==> src/rtl/cpu_pkg.sv <==
// Shared constants and the write-back arbiter state encoding for the
// register-file write-back scheduler.
//   CPU_DATA_WIDTH   : register file data width
//   CPU_ADDR_WIDTH   : register index width
//   CPU_NUM_REGS     : register count (2**CPU_ADDR_WIDTH)
//   CPU_STARVE_LIMIT : ALU denials tolerated before the ALU is forced to win
//   arb_state_e      : PRI_MEM (loads preferred), PRI_ALU (ALU preferred)
package cpu_pkg;

  localparam int CPU_DATA_WIDTH   = 32;
  localparam int CPU_ADDR_WIDTH   = 5;
  localparam int CPU_NUM_REGS     = 2 ** CPU_ADDR_WIDTH;
  localparam int CPU_STARVE_LIMIT = 3;

  typedef enum logic {
    PRI_MEM = 1'b0,
    PRI_ALU = 1'b1
  } arb_state_e;

endpackage

==> src/rtl/wb_arbiter.sv <==
// Arbiter for the single register-file write port, shared by the ALU and
// load write-back sources. Loads normally win; an ALU that keeps losing is
// promoted for one grant once its starve counter reaches STARVE_LIMIT.
// Ports:
//   clk, rst_n           : clock, async active-low reset
//   alu_valid, mem_valid : write-back requests
//   alu_ready, mem_ready : grants (combinational, at most one per cycle)
//
// state   | meaning
// --------+-------------------------------------------------------------
// PRI_MEM | loads have priority; ALU granted only when no load requests
// PRI_ALU | ALU has priority; loads granted only when ALU is idle
module wb_arbiter
  import cpu_pkg::*;
#(
  parameter int STARVE_LIMIT = CPU_STARVE_LIMIT
) (
  input  logic clk,
  input  logic rst_n,
  input  logic alu_valid,
  input  logic mem_valid,
  output logic alu_ready,
  output logic mem_ready
);

  localparam int CNT_W = $clog2(STARVE_LIMIT + 1);
  localparam logic [CNT_W-1:0] CNT_MAX = CNT_W'(STARVE_LIMIT);

  arb_state_e       state_q, state_d;
  logic [CNT_W-1:0] cnt_q, cnt_d;

  always_ff @(posedge clk or negedge rst_n) begin
    if (!rst_n) begin
      state_q <= PRI_MEM;
      cnt_q   <= '0;
    end else begin
      state_q <= state_d;
      cnt_q   <= cnt_d;
    end
  end

  always_comb begin
    state_d   = state_q;
    cnt_d     = cnt_q;
    alu_ready = 1'b0;
    mem_ready = 1'b0;
    case (state_q)
      PRI_MEM: begin
        mem_ready = mem_valid;
        alu_ready = alu_valid & ~mem_valid;
        // Counter tracks consecutive denials of a waiting ALU request only.
        if (!alu_valid || alu_ready) begin
          cnt_d = '0;
        end else if (cnt_q != CNT_MAX) begin
          cnt_d = cnt_q + CNT_W'(1);
        end
        if (cnt_d == CNT_MAX) begin
          state_d = PRI_ALU;
        end
      end
      PRI_ALU: begin
        alu_ready = alu_valid;
        mem_ready = mem_valid & ~alu_valid;
        if (alu_ready) begin
          state_d = PRI_MEM;
          cnt_d   = '0;
        end
      end
      default: begin
        state_d = PRI_MEM;
        cnt_d   = '0;
      end
    endcase
  end

endmodule

==> src/rtl/regfile_wb_sched.sv <==
// Write-back scheduler and busy scoreboard for the 32x32 register file.
// Arbitrates ALU and load results onto the single write port (RegWr/Rw/busW,
// one cycle after the grant) and stalls decode on RAW/WAW hazards against
// writes still in flight.
// Ports:
//   iss_valid/iss_rd/iss_ra/iss_rb : decode issue request; iss_stall = hazard
//   alu_valid/alu_rd/alu_data      : ALU write-back request; alu_ready = grant
//   mem_valid/mem_rd/mem_data      : load write-back request; mem_ready = grant
//   RegWr/Rw/busW                  : register file write port
//   busy                           : bit i set while a write to reg i pends
module regfile_wb_sched
  import cpu_pkg::*;
#(
  parameter int DATA_WIDTH   = CPU_DATA_WIDTH,
  parameter int ADDR_WIDTH   = CPU_ADDR_WIDTH,
  parameter int NUM_REGS     = 2 ** ADDR_WIDTH,
  parameter int STARVE_LIMIT = CPU_STARVE_LIMIT
) (
  input  logic                  clk,
  input  logic                  rst_n,
  input  logic                  iss_valid,
  input  logic [ADDR_WIDTH-1:0] iss_rd,
  input  logic [ADDR_WIDTH-1:0] iss_ra,
  input  logic [ADDR_WIDTH-1:0] iss_rb,
  output logic                  iss_stall,
  input  logic                  alu_valid,
  input  logic [ADDR_WIDTH-1:0] alu_rd,
  input  logic [DATA_WIDTH-1:0] alu_data,
  output logic                  alu_ready,
  input  logic                  mem_valid,
  input  logic [ADDR_WIDTH-1:0] mem_rd,
  input  logic [DATA_WIDTH-1:0] mem_data,
  output logic                  mem_ready,
  output logic                  RegWr,
  output logic [ADDR_WIDTH-1:0] Rw,
  output logic [DATA_WIDTH-1:0] busW,
  output logic [NUM_REGS-1:0]   busy
);

  logic [NUM_REGS-1:0]   busy_q, busy_d;
  logic                  regwr_q, regwr_d;
  logic [ADDR_WIDTH-1:0] rw_q, rw_d;
  logic [DATA_WIDTH-1:0] busw_q, busw_d;

  logic                  grant;
  logic                  iss_accept;
  logic [ADDR_WIDTH-1:0] wb_rd;
  logic [DATA_WIDTH-1:0] wb_data;

  wb_arbiter #(
    .STARVE_LIMIT(STARVE_LIMIT)
  ) u_wb_arbiter (
    .clk      (clk),
    .rst_n    (rst_n),
    .alu_valid(alu_valid),
    .mem_valid(mem_valid),
    .alu_ready(alu_ready),
    .mem_ready(mem_ready)
  );

  always_ff @(posedge clk or negedge rst_n) begin
    if (!rst_n) begin
      busy_q  <= '0;
      regwr_q <= 1'b0;
      rw_q    <= '0;
      busw_q  <= '0;
    end else begin
      busy_q  <= busy_d;
      regwr_q <= regwr_d;
      rw_q    <= rw_d;
      busw_q  <= busw_d;
    end
  end

  always_comb begin
    iss_stall  = iss_valid & (busy_q[iss_ra] | busy_q[iss_rb] | busy_q[iss_rd]);
    iss_accept = iss_valid & ~iss_stall;

    // Grants are mutually exclusive, so a simple select suffices.
    grant   = alu_ready | mem_ready;
    wb_rd   = alu_ready ? alu_rd : mem_rd;
    wb_data = alu_ready ? alu_data : mem_data;

    // r0 grants are acknowledged but never reach the register file.
    regwr_d = grant & (wb_rd != '0);
    rw_d    = grant ? wb_rd : rw_q;
    busw_d  = grant ? wb_data : busw_q;

    // Clear first so a same-edge set of the same index wins.
    busy_d = busy_q;
    if (regwr_q) begin
      busy_d[rw_q] = 1'b0;
    end
    if (iss_accept && (iss_rd != '0)) begin
      busy_d[iss_rd] = 1'b1;
    end
    busy_d[0] = 1'b0;
  end

  assign RegWr = regwr_q;
  assign Rw    = rw_q;
  assign busW  = busw_q;
  assign busy  = busy_q;

endmodule

==> config.mk <==
export PLATFORM = sky130hd
export DESIGN_NAME = regfile_wb_sched
export DESIGN_NICKNAME = d
export VERILOG_FILES = /design/src/rtl/cpu_pkg.sv /design/src/rtl/wb_arbiter.sv /design/src/rtl/regfile_wb_sched.sv
export SDC_FILE = /design/constraint.sdc
export NUM_CORES = 1
export LEC_CHECK = 0
export CAP_MARGIN = 10
export CELL_PAD_IN_SITES_DETAIL_PLACEMENT = 0
export CELL_PAD_IN_SITES_GLOBAL_PLACEMENT = 1
export CORE_MARGIN = 4
export CORE_UTILIZATION = 35
export DETAILED_ROUTE_END_ITERATION = 6
export GPL_TIMING_DRIVEN = 0
export PLACE_DENSITY_LB_ADDON = 0.1
export REMOVE_ABC_BUFFERS = 1
export SYNTH_ARGS = -nofsm -noshare
export SYNTH_HDL_FRONTEND = slang
export SYNTH_SLANG_ARGS = --single-unit
==> constraint.sdc <==
create_clock -name clk -period 3.4 [get_ports clk]
set_input_delay 0.68 -clock clk [delete_from_list [all_inputs] [get_ports clk]]
set_output_delay 0.68 -clock clk [all_outputs]
set_load 0.005 [all_outputs]
==> results.txt <==
Summing all placed instances gives a cell area of 6570 µm². The maximum cell stage delay along the critical path is 0.48 ns. The min-delay analysis places its worst path in the category in -> async. The proportion of synthesized chip area in sequential cells came out at 38.1%. The first-pass iteration count of the detailed router is 5. The portion of synthesized cell area occupied by the leading cell type is 38.1%.

The critical path goes through buf_2 -> buf_12 -> nand2_2 -> nand2_2 -> inv_2 -> clkdlybuf4s50_1. The area added between synthesis and finish came out at 47.4%. The die span in y came out at 124 µm.

The first-pass GRT wire length came out at 25,700 µm. In the global route stage, overall resource usage came out at 20.7%. The number of buffers inserted during clock tree synthesis came out at 9. The fmax came out at 306 MHz. The TritonCTS clock tree is yes. The number of placement rows is 42. The hold violation total from the final report was 0. The worst setup path is captured at an output port. The CTS H-tree depth came out at 3.

STA classifies the critical path startpoint as a primary input. The leakage power is 2.72 nW. The relative slew slack came out at 38.1%.

The data arrival time of the critical path is 2.58 ns. A synthesized cell averages 10.5 µm². After the flow finishes, the layout carries non-filler instances totaling 784. The later-pin clock latency in the skew report came out at 0.34 ns. The ratio of routed vias to standard cells came out at 5.69. Counting instances in the post-synthesis netlist gives the leading cell types as 72 x dfrtp_1, 44 x mux2i_1, 39 x nand2_1, 39 x nand3_1, 35 x o21ai_0.

The buffer and inverter count on the worst path is 4. The register clock-pin slew on the reported worst setup and hold paths came out at 0.06 ns. The most frequent cell after synthesis is dfrtp_1.

The clock skew came out at 0.00506 ns. The total area inside the core boundary comes to 13,200 µm². The final period utilization is 96.0%. The critical path startpoint is alu_valid. The number of fillers in the final layout came out at 1,226. The die boundary width is 124 µm. The largest vdd supply drop is 0.000354 V. The area of the mapped netlist is 4730 µm². The flow ran to the end, and the final reports show no timing, DRC or antenna violations. The total of warnings raised by yosys came out at 0. The required time reported for the critical path endpoint is 2.72 ns.

The full die area came out at 15,400 µm². The net total in the final layout is 697. The per-cell routed wire length came out at 20.7 µm. The number of buffer cells added on primary ports came out at 165.

167 I/O pins were placed. The overflow left after global routing came out at 0. The total number of vias is 4,464. The initial utilization of the core area, before any placement, comes to 35.7%. The placed wire-length estimate after detailed placement is 11,400 µm. Of all nets on the critical path, the largest fanout is 28. In this run, post-CTS hold repair placed 0 buffers.

The power per standard cell area is 592 nW/µm². Among all flip-flop cells after synthesis, the most frequent one is dfrtp_1. On the critical path the largest part of the delay comes from buffers and inverters. The wire length after detailed routing is 16,200 µm. The flip-flop and latch count after synthesis is 72. For this design, the slowest cell found on the critical path is clkdlybuf4s50_1. The count of nets left with antenna violations once routing finished came out at 0.

The iteration-0 DRC count of the detailed router is 377. At the pin with the least slew margin, the transition time is 0.927 ns. The most common cell type on the critical path is nand2_2. The time the worst path needs with I/O delays and setup is 3.26 ns. The number of global-route vias before repair came to 4,670. In this run, placement finished with an instance count of 760. The post-synthesis async set-or-reset flop share is 100%. The longest clock path from root to sink contains 2 buffers.

Hold timing on the final database bottoms out at a slack of 0.249 ns. The max-capacitance violation count came out at 0. Setup violations remaining at the end of the flow were counted as 0. The antenna diode count came out at 0. Cells fill 52.6% of the core in the end. CTS saw 72 sinks. The total count of max-transition violations in the final report came out at 0. By startpoint and endpoint, the worst setup path is classified as in -> out. The cell accounting for the most synthesized area is dfrtp_1. By area the synthesized netlist is led by dfrtp_1 38%, mux2i_1 9.3%, o221a_2 7.6%, o31ai_2 7.1%, nand3_1 4.1%.

In this run the critical register-to-register path is launched from busy[19]. Counting every instance in the synthesized netlist gives 452. The clock root buffer is clkbuf_16. Setup repair after global routing left no endpoint under its margin. The number of antenna violations at the first check in global routing came out at 0. Adding up every negative setup slack in the final design gives 0 ns.

Once layout is done, the placed cells without fillers occupy 6970 µm². The last weighted congestion value of the routability-driven placer is 0.874. The count of unique library cells instantiated by Yosys is 50. The number of remaining DRC errors came out at 0. Cells with a size suffix above 1 make up 23.5% of the layout. The pin count of the biggest net entering global routing came out at 49. The number of flops mapped to enable cells by yosys came out at 0.
## cells in the final DEF (no fill, tap or decap), types with 3 or more instances in the layout
cell type,n
a22oi_1,6
buf_16,4
or3b_2,3
nand3b_1,7
nand3_1,39
clkinvlp_4,3
buf_2,5
mux4_2,8
o221a_2,32
buf_8,4
mux4_1,3
nor2b_1,6
buf_4,9
mux2i_1,44
clkbuf_16,9
o31ai_2,27
o21ai_0,34
o22ai_1,3
mux2_2,14
a21oi_1,9
clkdlybuf4s50_1,151
a31oi_1,3
nand2_1,37
inv_1,6
and3b_1,3
nor3b_4,3
nor2_1,14
dfrtp_1,72
or4_1,3
o2111ai_1,3
## state kept, by name (all words and copies together), names as in the netlist
register	count
u_wb_arbiter.cnt_q	2
Rw	5
busy	31
u_wb_arbiter.state_q	1
RegWr	1
busW	32
## metrics by stage
step / total power [mW] / setup WS (ns)
floorplan: 2.11 / -0.615
global placement: 3.02 / -3.67
finish: 4.12 / 0.136
detailed placement: 3.12 / -1.36
global route: 4.35 / 0.00794
CTS: 4.14 / -0.143
## final cells by class
class,count,area [µm²],area share (%)
multi-input cells,330,2750,39.4
repair buffers,181,1850,26.6
flip-flops and latches,72,1800,25.9
clock buffers,11,253,3.63
well taps,176,220,3.16
clock inverters,5,55.1,0.790
inverters,8,33.8,0.485
repair inverters,1,5.00,0.0718
## what timing repair did
| item | CTS | global route |
|---|---|---|
| setup buffers | 3 | 4 |
| endpoints found under the setup margin | 27 | 1 |
| gates cloned | 1 | 0 |
| pin swaps | 2 | 0 |
| gates resized for setup | 49 | 28 |
## power breakdown
part	switching (mW)	internal (mW)	leakage [nW]
clock network	0.375	0.605	0.148
registers	0.336	1.10	0.843
logic	0.677	1.04	1.73
total	1.39	2.74	2.72
## worst paths after layout
check / endpoint / slack [ns] / cells after the start
setup reg to reg: busy[12] / 0.96 / 8
max in group asynchronous: busy[28] / 2.59 / 2
hold reg to reg: u_wb_arbiter.cnt_q[0] / 0.52 / 1
setup / recovery: mem_ready / 0.14 / 6
min in group clk: u_wb_arbiter.cnt_q[0] / 0.52 / 1
hold / removal: busy[26] / 0.25 / 1
## cells by family after synthesis
| logic type | share of synthesized area (%) |
|---|---|
| simple gates | 14.1 |
| compound gates | 24.4 |
| buf+inv | 5.18 |
| mux | 18.1 |
| other cells | 0.0793 |
| flops | 38.1 |
## per-layer routing
| metal | up-vias | wire (µm) | track usage [%] |
|---|---|---|---|
| li1 | 2056 | - | - |
| met1 | 2182 | 6850 | 26.4 |
| met2 | 208 | 7520 | 32.5 |
| met3 | 18 | 1610 | 7.73 |
| met4 | 0 | 260 | 6.90 |
| met5 | - | 0 | 0 |
No activity file was read; power rests on OpenSTA's default activity.
